**src/rtl/a2d_scan_ctrl_pkg.sv**
```systemverilog
// Shared types and constants for the A2D scan sequencer: FSM states,
// A2D channel codes and the scan-index to channel mapping.
package a2d_pkg;

   typedef enum logic [1:0] {
      IDLE  = 2'd0,
      START = 2'd1,
      WAIT  = 2'd2,
      CAPT  = 2'd3
   } scan_state_t;

   localparam logic [2:0] CH_LFT_LD  = 3'd0;
   localparam logic [2:0] CH_RGHT_LD = 3'd4;
   localparam logic [2:0] CH_STEER   = 3'd5;
   localparam logic [2:0] CH_BATT    = 3'd6;

   localparam int NUM_CH = 4;
   localparam int IDX_W  = 2;

   function automatic logic [2:0] ch_map(input logic [IDX_W-1:0] idx);
      logic [2:0] ch;
      case (idx)
         2'd0:    ch = CH_LFT_LD;
         2'd1:    ch = CH_RGHT_LD;
         2'd2:    ch = CH_STEER;
         default: ch = CH_BATT;
      endcase
      return ch;
   endfunction

endpackage

```
**src/rtl/a2d_scan_ctrl_timer.sv**
```systemverilog
// Scan period generator: free-running period counter, tick, and the
// single-entry pending-scan flag with overrun detection.
import a2d_pkg::*;

module a2d_scan_timer #(
   parameter int SCAN_PERIOD = 4096
) (
   input  logic clk,
   input  logic rst_n,
   input  logic i_en,
   input  logic i_busy,
   input  logic i_start,
   output logic o_tick,
   output logic o_pending,
   output logic o_ovr
);

   localparam int CNT_W = (SCAN_PERIOD > 1) ? $clog2(SCAN_PERIOD) : 1;

   logic [CNT_W-1:0] r_cnt;
   logic             r_pending;
   logic             r_ovr;
   logic             w_tick;

   assign w_tick = i_en && (r_cnt == CNT_W'(SCAN_PERIOD - 1));

   always_ff @(posedge clk or negedge rst_n) begin
      if (!rst_n) begin
         r_cnt     <= '0;
         r_pending <= 1'b0;
         r_ovr     <= 1'b0;
      end else begin
         // A tick that finds a scan already queued or running collapses into one pending scan.
         r_ovr <= w_tick && (r_pending || i_busy);
         if (!i_en) begin
            r_cnt     <= '0;
            r_pending <= 1'b0;
         end else begin
            r_cnt <= w_tick ? '0 : r_cnt + 1'b1;
            if (i_start)
               r_pending <= 1'b0;
            else if (w_tick)
               r_pending <= 1'b1;
         end
      end
   end

   assign o_tick    = w_tick;
   assign o_pending = r_pending;
   assign o_ovr     = r_ovr;

endmodule

```
**src/rtl/a2d_scan_ctrl.sv**
```systemverilog
// Autonomous A2D scan sequencer: converts left/right load cell, steering pot
// and battery in order on each period tick and holds the last good results.
import a2d_pkg::*;

module a2d_scan_ctrl #(
   parameter int SCAN_PERIOD = 4096,
   parameter int TIMEOUT     = 2048
) (
   input  logic        clk,
   input  logic        rst_n,
   input  logic        en,
   output logic        strt_cnv,
   output logic [2:0]  chnnl,
   input  logic        cnv_cmplt,
   input  logic [11:0] res,
   output logic [11:0] lft_ld,
   output logic [11:0] rght_ld,
   output logic [11:0] steer_pot,
   output logic [11:0] batt,
   output logic        scan_done,
   output logic        ovr,
   output logic        tmo_err
);

   localparam int TMO_W = (TIMEOUT > 1) ? $clog2(TIMEOUT) : 1;

   scan_state_t      r_state;
   logic [IDX_W-1:0] r_idx;
   logic [TMO_W-1:0] r_tmo;
   logic             r_strt_cnv;
   logic [2:0]       r_chnnl;
   logic [11:0]      r_lft_ld;
   logic [11:0]      r_rght_ld;
   logic [11:0]      r_steer_pot;
   logic [11:0]      r_batt;
   logic             r_scan_done;
   logic             r_tmo_err;

   logic             w_tick;
   logic             w_pending;
   logic             w_ovr;
   logic             w_busy;
   logic             w_start;
   logic [IDX_W-1:0] w_idx_nxt;

   assign w_busy    = (r_state != IDLE);
   assign w_start   = (r_state == IDLE) && en && (w_pending || w_tick);
   assign w_idx_nxt = r_idx + 1'b1;

   a2d_scan_timer #(
      .SCAN_PERIOD (SCAN_PERIOD)
   ) u_timer (
      .clk       (clk),
      .rst_n     (rst_n),
      .i_en      (en),
      .i_busy    (w_busy),
      .i_start   (w_start),
      .o_tick    (w_tick),
      .o_pending (w_pending),
      .o_ovr     (w_ovr)
   );

   always_ff @(posedge clk or negedge rst_n) begin
      if (!rst_n) begin
         r_state     <= IDLE;
         r_idx       <= '0;
         r_tmo       <= '0;
         r_strt_cnv  <= 1'b0;
         r_chnnl     <= 3'd0;
         r_lft_ld    <= 12'h000;
         r_rght_ld   <= 12'h000;
         r_steer_pot <= 12'h000;
         r_batt      <= 12'h000;
         r_scan_done <= 1'b0;
         r_tmo_err   <= 1'b0;
      end else begin
         r_strt_cnv  <= 1'b0;
         r_scan_done <= 1'b0;
         r_tmo_err   <= 1'b0;
         case (r_state)
            IDLE: begin
               if (w_start) begin
                  r_idx      <= '0;
                  r_chnnl    <= ch_map('0);
                  r_strt_cnv <= 1'b1;
                  r_tmo      <= '0;
                  r_state    <= START;
               end
            end
            START: begin
               // The timeout window is measured from the strt_cnv cycle itself.
               r_tmo   <= r_tmo + 1'b1;
               r_state <= WAIT;
            end
            WAIT: begin
               if (cnv_cmplt) begin
                  r_state <= CAPT;
               end else if (r_tmo == TMO_W'(TIMEOUT - 1)) begin
                  r_tmo_err <= 1'b1;
                  r_idx     <= '0;
                  r_state   <= IDLE;
               end else begin
                  r_tmo <= r_tmo + 1'b1;
               end
            end
            CAPT: begin
               case (r_idx)
                  2'd0:    r_lft_ld    <= res;
                  2'd1:    r_rght_ld   <= res;
                  2'd2:    r_steer_pot <= res;
                  default: r_batt      <= res;
               endcase
               if (r_idx == IDX_W'(NUM_CH - 1)) begin
                  r_scan_done <= 1'b1;
                  r_idx       <= '0;
                  r_state     <= IDLE;
               end else begin
                  r_idx      <= w_idx_nxt;
                  r_chnnl    <= ch_map(w_idx_nxt);
                  r_strt_cnv <= 1'b1;
                  r_tmo      <= '0;
                  r_state    <= START;
               end
            end
            default: r_state <= IDLE;
         endcase
      end
   end

   assign strt_cnv  = r_strt_cnv;
   assign chnnl     = r_chnnl;
   assign lft_ld    = r_lft_ld;
   assign rght_ld   = r_rght_ld;
   assign steer_pot = r_steer_pot;
   assign batt      = r_batt;
   assign scan_done = r_scan_done;
   assign ovr       = w_ovr;
   assign tmo_err   = r_tmo_err;

endmodule

```
**config.mk**
```make
export PLATFORM = sky130hd
export DESIGN_NAME = a2d_scan_ctrl
export DESIGN_NICKNAME = d
export VERILOG_FILES = /design/src/rtl/a2d_scan_ctrl_pkg.sv /design/src/rtl/a2d_scan_ctrl_timer.sv /design/src/rtl/a2d_scan_ctrl.sv
export SDC_FILE = /design/constraint.sdc
export NUM_CORES = 1
export LEC_CHECK = 0
export CAP_MARGIN = 20
export CORE_MARGIN = 2
export CORE_UTILIZATION = 24
export CTS_CLUSTER_DIAMETER = 150
export CTS_CLUSTER_SIZE = 12
export DETAILED_ROUTE_END_ITERATION = 8
export GPL_TIMING_DRIVEN = 0
export PLACE_DENSITY = 0.49
export SETUP_SLACK_MARGIN = 0.5
export SLEW_MARGIN = 30
export SYNTH_ARGS = -nofsm -noshare
export SYNTH_HDL_FRONTEND = slang
export SYNTH_SLANG_ARGS = --single-unit
```
**constraint.sdc**
```tcl
create_clock -name clk -period 2.1 [get_ports clk]
set_input_delay 0.315 -clock clk [delete_from_list [all_inputs] [get_ports clk]]
set_output_delay 0.315 -clock clk [all_outputs]
set_load 0.01 [all_outputs]
```
[After elaboration in Yosys (flattened, before gate mapping)]
Cells that the tools add are included.
Word-level totals
  bits in registers: 83
  input bits: 16
  output and inout port bits: 55
  logic and storage cells: 87
Operators by class
  add/sub/neg operators: 3
  equality and inequality tests: 17
  muxes and demuxes: 31
  bitwise logic cells: 1
  reductions and logical operators: 21
Operator list (number)
  11-bit two-way mux: 4
  11-bit case mux with 4 select lines: 1
  12-bit two-way mux: 2
  12-bit by 1-bit adder with 12-bit output, second input constant: 1
  12-bit equality test, second input constant: 1
  2-bit two-way mux: 6
  11-bit by 1-bit adder with 11-bit output, second input constant: 1
  11-bit equality test, second input constant: 1
  1-bit two-way mux: 11
  2-bit equality test, second input constant: 5
  2-bit AND reduction: 5
  3-bit case mux with 3 select lines: 1
  2-bit inequality test, second input constant: 4
  2-bit case mux with 4 select lines: 1
  4-bit AND reduction: 2
  2-bit by 1-bit equality test with 1-bit output, second input constant: 3
  2-bit logical NOT: 3
  3-bit two-way mux: 2
  2-bit case mux with 3 select lines: 1
  3-bit case mux with 2 select lines: 1
  1-bit logical AND: 4
  2-bit nonzero test: 2
  3-bit by 1-bit inequality test with 1-bit output, second input constant: 1
  3-bit inequality test, second input constant: 1
  8 further kinds: 9

[Depth between registers and ports, before layout]
Gate-level depths: netlist of run 1.
  word-level depth: 6
  gate-level depth with buffers: 8
  depth with buffers taken out: 7

[Hierarchy]
From an unflattened synthesis of run 1, not the netlist that was laid out.
Second synthesis, totals
  cell total of the unflattened synthesis: 322
  area, all modules: 3792.4 um^2
By module, submodules not included
  a2d_scan_ctrl: instances 1, cells an instance 250, area an instance 3091.7 um^2, seq. area each 1726.7 um^2
  a2d_scan_timer: instances 1, cells an instance 72, area an instance 700.7 um^2, seq. area each 350.3 um^2

[Worst setup path after synthesis of run 1]
Ideal clock, no wire load.
  path kind: register -> register
  start point: register u_timer.r_cnt[0]
  end point: register r_idx[0]
  library setup time: 125 ps
  arrival time: 1803 ps
  required time: 1975 ps
  path slack: 172 ps
  stages on the path, launching flop included: 6
  path buffers: 0
  clock period less this slack: 1928 ps
  path through: dfrtp_1 ha_1 nand3_2 o41ai_2 o21a_1 mux2_2
Between the ends
  cells in the longest elaborated chain, start to end: 6
Ends and longest elaborated chain
  start: declaration: RTL line a2d_scan_ctrl_timer.sv:20  | logic [CNT_W-1:0] r_cnt;
  start signal: assignment: RTL line a2d_scan_ctrl_timer.sv:39  | r_cnt <= w_tick ? '0 : r_cnt + 1'b1;
  12-bit equality test: RTL line a2d_scan_ctrl_timer.sv:25  | assign w_tick = i_en && (r_cnt == CNT_W'(SCAN_PERIOD - 1));
  1-bit logical AND: RTL line a2d_scan_ctrl_timer.sv:25
  1-bit logical OR: RTL line a2d_scan_ctrl.sv:47  | assign w_start = (r_state == IDLE) && en && (w_pending || w_tick);
  1-bit logical AND: RTL line a2d_scan_ctrl.sv:47
  2-bit by 1-bit inequality test with 1-bit output (no source line)
  4-bit AND reduction (no source line)
  end signal: assignment: RTL line a2d_scan_ctrl.sv:118  | r_idx <= w_idx_nxt;
  end: declaration: RTL line a2d_scan_ctrl.sv:28  | logic [IDX_W-1:0] r_idx;
Every way passes these cells.
A chain may end at the register's enable or synchronous reset.

[Final worst setup path of run 1]
  start point: register r_state[1]
  end point: register r_chnnl[1] (netlist: chnnl[1])
Between the ends
  cells in the longest elaborated chain, start to end: 5
  elaborated cells on any way between the ends: 9
  those cells by class: 3 x eq/ne; 1 x mux; 5 x reduce/logical
Ends and longest elaborated chain
  start: declaration: RTL line a2d_scan_ctrl.sv:27  | scan_state_t r_state;
  start signal: assignment: RTL line a2d_scan_ctrl.sv:65  | r_state <= IDLE;
  start signal: assignment: RTL line a2d_scan_ctrl.sv:87  | r_state <= START;
  start signal: assignment: RTL line a2d_scan_ctrl.sv:93  | r_state <= WAIT;
  2-bit logical NOT: RTL line a2d_scan_ctrl.sv:47, a2d_scan_ctrl.sv:80
  1-bit logical AND (2 in series): RTL line a2d_scan_ctrl.sv:47
  2-bit by 1-bit inequality test with 1-bit output (no source line)
  3-bit AND reduction (no source line)
  end signal: assignment: RTL line a2d_scan_ctrl.sv:84  | r_chnnl <= ch_map('0);
  end signal: assignment: RTL line a2d_scan_ctrl.sv:119  | r_chnnl <= ch_map(w_idx_nxt);
  end: declaration: RTL line a2d_scan_ctrl.sv:31  | logic [2:0] r_chnnl;
Parallel ways exist; a longest one is shown, timed or not.

==> metrics, run 1 <==
max_slew headroom=0.704; final hold vios=0; Port Buffers=70; clock skew=5.99 ps; drt total wl=9.84 mm; Max Freq=533 MHz; slowest cell on the critical path=dfrtp_2; synthesized instance count=309; placeable core area=15300 um2; Area growth syn-to-layout=59.6%; clock sinks=83; post-synthesis sequential area ratio=0.554; vias per cell=4.47; Synth Area per Inst=12.1 um2; Rows=45; most used cell along the critical path=buf_6; PwrDens=1340 nW/um2; fillcell total=1446; Leak=2.66 nW; status=complete, no violations; wire length per cell=15.0 um; Yosys warning count=0; total grt overflow=0; share of layout cells above drive strength 1=0.394; crit path time final=1880 ps; global placement routability congestion=0.773; max cap viols=0; final setup fails=0; DRC=0; CTS clk-pin slew, worst paths=70 ps; Distinct cells, synth=40; Antenna Diode Count=0; I/O pins=71; Main synth FF type=dfrtp_1; vias in the first global route=2823; fin crit share=0.893; antenna-violating nets left=0; die area=16700 um2; antenna violations before repair=0; CP endpoint kind=flip-flop; critical path peak fanout=4; Peak VDD IR=592 uV; Yosys reg bits=83; final core utilization=0.393; Bufs on Longest Clock Path=2; Synth Cell Area=3750 um2; GRT Util Overall=0.114; pins over their slew limit=0; DR iter-0 viols=115; CP Cell Sequence=buf_6 > inv_6 > ha_4 > a21boi_4 > buf_6 > o41ai_4 > buf_4 > and2_4 > a32oi_2 > nand2_1; Critical Path AT=2090 ps; number of enable flip-flop cells after synthesis=0; Register Area=2080 um2; area of the multi-input gates=1970 um2; Nets=469; critical path launch point type=flip-flop; Worst-Skew Late Latency=340 ps; clk root buf=clkbuf_16; hold_ws=444 ps; RSZ-0062 raised after global routing=yes; TritonCTS clock tree=yes; first-pass GRT wire length=14.8 mm; dpl hpwl=6.04 mm; Die Height=129 um; Via Count=2941; CP peak stage delay=440 ps; Hold WC Path Type=input pin to asynchronous set/reset pin; CTS Buf Count=9; Top delay family on crit path=compound AO/OA/AOI/OAI gates; Worst Path Required=2320 ps; iteration count of the initial detailed-routing pass=4; Syn Nets=336; ys async rst share=1.00; crit path kind=flip-flop to flip-flop; die width=129 um; H-tree levels=3; largest net degree at the start of global routing=49; Buf+Inv Stages, Crit Path=4; worst-margin pin slew=440 ps; total power=8.01 mW; Starting Density=0.246
## registers in the layout, indices dropped and copies added (netlist names)
register / flops
batt: 12
scan_done: 1
u_timer.o_pending: 1
r_idx: 2
chnnl: 3
r_state: 2
lft_ld: 12
strt_cnv: 1
rght_ld: 12
tmo_err: 1
steer_pot: 12
u_timer.r_cnt: 12
u_timer.o_ovr: 1
r_tmo: 11
## cell usage in the layout, fill, tap and decap left out, types with 11 or more instances in the layout
cell	synthesis	layout
clkbuf_16	0	14
mux2_4	0	22
clkdlybuf4s50_1	0	58
nand2_1	27	22
dfrtp_1	83	79
nor2_1	24	21
buf_4	0	33
o21ai_0	18	11
mux2_2	49	27
buf_6	1	14
## cells by family (layout without fill, tap and decap cells)
logic type               Yosys count  after routing  share of synthesized area
adder cells (fa/ha/maj)           11             11                     0.0367
AO/OA/AOI/OAI                     47             47                     0.0920
buffers and inverters             17            155                     0.0190
multiplexers                      50             50                      0.150
AND/OR/NAND/NOR                   92             92                      0.128
XOR/XNOR                           9              9                     0.0210
flip-flops                        83             83                      0.554
## cells in the mapped netlist (all sizes together) (4+ instances only)
cell    number  area share
dfrtp       83        0.55
mux2        49        0.15
nand2       27       0.027
nor2        24       0.024
o21ai       21       0.029
ha          11       0.037
inv          9      0.0090
nand3        8       0.012
clkbuf       7      0.0070
nand3b       6       0.012
xnor2        6       0.014
a21oi        5      0.0067
nand2b       5      0.0083
nand4        5       0.012
and3         4      0.0067
nor3         4      0.0053
o221ai       4      0.0093
## final timing paths
path                                     end  slack, ps          from  cells past startpoint
max in group asynchronous          lft_ld[0]       1090         rst_n                      3
worst min-delay path                batt[10]        440         rst_n                      2
worst max register to register      chnnl[1]        220    r_state[1]                     10
worst min register to register  steer_pot[2]        500  steer_pot[2]                      1
worst max-delay path                chnnl[1]        220    r_state[1]                     10
min in group clk                steer_pot[2]        500  steer_pot[2]                      1
## metrics by stage
| stage | worst slack (ps) | instance area [um2] | setup TNS (ps) | cells |
|---|---|---|---|---|
| 2_1_floorplan | 216 | 3830 | 0 | 309 |
| 3_3_place_gp | -2410 | 4800 | -204360 | 590 |
| 3_5_place_dp | -456 | 4830 | -5240 | 591 |
| 4_1_cts | 32.9 | 5650 | 0 | 641 |
| 5_1_grt | 141 | 5990 | 0 | 658 |
| 6_report | 224 | 5990 | 0 | 658 |
## cell type report
cell class / count / share of cell area
inverters: 9 / 0.00648
plain buffers: 8 / 0.0211
well taps: 211 / 0.0441
clock inverters: 6 / 0.00815
repair buffers: 122 / 0.206
flip-flops and latches: 83 / 0.348
clock buffers: 10 / 0.0382
multi-input cells: 209 / 0.328
## power breakdown
part           internal, mW  switching [mW]
sequential             2.16           0.326
clock                 0.812           0.679
combinational          2.37            1.66
total                  5.34            2.67
## what timing repair did
item / CTS / global route
hold buffers: 1 / 0
endpoints found under the setup margin: 73 / 70
buffers inserted: 28 / 17
endpoints found under the hold margin: 35 / 0
resized for setup: 68 / 67
pin swaps: 18 / 22
cloned: 5 / 0
## layer usage
| metal | GRT usage | vias up | share of wire |
|---|---|---|---|
| li1 | - | 1369 | - |
| met1 | 0.152 | 1488 | 0.49 |
| met2 | 0.182 | 71 | 0.46 |
| met3 | 0.0318 | 13 | 0.042 |
| met4 | 0.0339 | 0 | 0.012 |
| met5 | 0 | - | 0 |
Note: power is estimated with default switching activity, not from simulation.
==> run 2, diff against run 1 <==
--- a/config.mk
+++ b/config.mk
@@ -12,7 +12,7 @@
 export CTS_CLUSTER_SIZE = 12
 export DETAILED_ROUTE_END_ITERATION = 8
 export GPL_TIMING_DRIVEN = 0
-export PLACE_DENSITY = 0.49
+export PLACE_DENSITY = 0.41
 export SETUP_SLACK_MARGIN = 0.5
 export SLEW_MARGIN = 30
 export SYNTH_ARGS = -nofsm -noshare
==> metrics, run 2 (synthesis gave the netlist of run 1 again) <==
Antenna Diode Count=0 (unchanged); total power=7.73 mW (was 8.01 mW); die width=129 um (unchanged); Bufs on Longest Clock Path=2 (unchanged); max cap viols=0 (unchanged); pins over their slew limit=0 (unchanged); wire length per cell=15.2 um (was 15.0 um); final hold vios=0 (unchanged); max_slew headroom=0.734 (was 0.704); final setup fails=0 (unchanged); DR iter-0 viols=102 (was 115); status=complete, no violations (unchanged); Area growth syn-to-layout=54.3% (was 59.6%); FF-to-FF Start=r_state[0] (was r_state[1]); fillcell total=1480 (was 1446); drt total wl=9.96 mm (was 9.84 mm); iteration count of the initial detailed-routing pass=4 (unchanged); Max Freq=520 MHz (was 533 MHz); dpl hpwl=6.34 mm (was 6.04 mm); Hold WC Path Type=input pin to asynchronous set/reset pin (unchanged); worst r2r dst=r_tmo[5] (was chnnl[1]); commonest cells after routing, fill and taps aside=dfrtp_1 (79), clkdlybuf4s50_1 (60), mux2_2 (49), buf_4 (37), nand2_1 (24) (was dfrtp_1 (79), clkdlybuf4s50_1 (58), buf_4 (33), mux2_2 (27)); Leak=2.47 nW (was 2.66 nW); CP endpoint kind=flip-flop (unchanged); first-pass GRT wire length=16.0 mm (was 14.8 mm); Peak VDD IR=501 uV (was 592 uV); hold_ws=437 ps (was 444 ps); RSZ-0062 raised after global routing=yes (unchanged); total grt overflow=0 (unchanged); critical path launch point type=flip-flop (unchanged); reg2reg path depth=8 (was 10); clk root buf=clkbuf_16 (unchanged); TritonCTS clock tree=yes (unchanged); Nets=466 (was 469); R2R Setup Slk=180 ps (was 220 ps); PwrDens=1330 nW/um2 (was 1340 nW/um2); antenna-violating nets left=0 (unchanged); clock sinks=83 (unchanged); GRT Util Overall=0.127 (was 0.114); Critical Path AT=2150 ps (was 2090 ps); Via Count=2858 (was 2941); worst-margin pin slew=396 ps (was 440 ps); Starting Density=0.246 (unchanged); crit path kind=flip-flop to flip-flop (unchanged); Die Height=129 um (unchanged); Rows=45 (unchanged); final core utilization=0.379 (was 0.393); most common cell after layout, fill and taps aside=dfrtp_1 (unchanged); largest net degree at the start of global routing=53 (was 49); fin crit share=0.915 (was 0.893); I/O pins=71 (unchanged); DRC=0 (unchanged); global placement routability congestion=0.743 (was 0.773); vias in the first global route=2904 (was 2823); crit path time final=1920 ps (was 1880 ps); vias per cell=4.37 (was 4.47); CTS Buf Count=9 (unchanged); critical path peak fanout=6 (was 4); area of the multi-input gates=1850 um2 (was 1970 um2); DP Cell Count=591 (unchanged); Final Non-Filler Cells=654 (was 658); Worst Path Required=2330 ps (was 2320 ps); share of layout cells above drive strength 1=0.366 (was 0.394); Port Buffers=70 (unchanged); die area=16700 um2 (unchanged); Register Area=2080 um2 (unchanged); H-tree levels=3 (unchanged); Worst-Skew Late Latency=340 ps (about the same); placeable core area=15300 um2 (unchanged); antenna violations before repair=0 (unchanged); CTS clk-pin slew, worst paths=60 ps (was 70 ps); clock skew=7.03 ps (was 5.99 ps)
run 2: changes by cell type in the layout (fill, tap and decap cells not counted), sizes merged, moves of 2 or more:
| cell | delta |
|---|---|
| clkdlybuf4s50 | +2 |
| clkinvlp | -3 |
| buf | -5 |
| dlymetal6s2s | -2 |
| inv | -2 |
| clkbuf | +4 |
run 2: report_power, final:
group / internal [mW] / switching, mW
Combinational: 2.14 / 1.58
Sequential: 2.16 / 0.314
Clock: 0.912 / 0.617
Total: 5.21 / 2.51
run 2: area by class of cell:
cell class,count,share of cell area
plain buffers,8,0.0201
flip-flops and latches,83,0.360
clock buffers,12,0.0408
clock inverters,3,0.00692
repair buffers,119,0.201
multi-input cells,209,0.320
well taps,211,0.0456
inverters,9,0.00670
run 2: metal layers:
layer,track usage,vias to the layer above,wire [um]
met2,0.195,43,4640
li1,-,1366,-
met3,0.0256,14,294
met5,0,-,0
met1,0.172,1435,4790
met4,0.0652,0,241
run 2: worst max-delay path, stage by stage, from the launching register on:
cell and delay, ps:
dfrtp_2 450, ha_4 180, buf_4 140, and2_4 170, nor2_4 170, o21ai_4 110
or2_1 240, buf_6 150, a22o_1 200
run 2: through the flow:
stage	TNS [ps]	setup WS (ps)	cell area, um2
after floorplan	0	216	3830
after global placement	-217690	-2570	4800
after detailed placement	-4940	-450	4830
after CTS	0	29.5	5600
after global routing	0	95.2	5790
final	0	178	5790
run 2: repair_timing:
item,in CTS,in global routing
resized for setup,63,25
hold endpoints to repair,31,0
pin swaps,19,13
setup endpoints to repair,76,74
hold buffers,1,0
gates cloned,4,0
setup buffers,27,16
run 2: worst max path at each step:
stage,startpoint,to,depth (start not counted)
6_report,r_state[0],r_tmo[5],8
5_1_grt,u_timer.r_cnt[0],r_tmo[4],8
4_1_cts,r_state[1],r_tmo[5],7
3_5_place_dp,en,r_idx[0],5
3_3_place_gp,rst_n,rght_ld[11],1
2_1_floorplan,r_idx[0],r_tmo[3],7
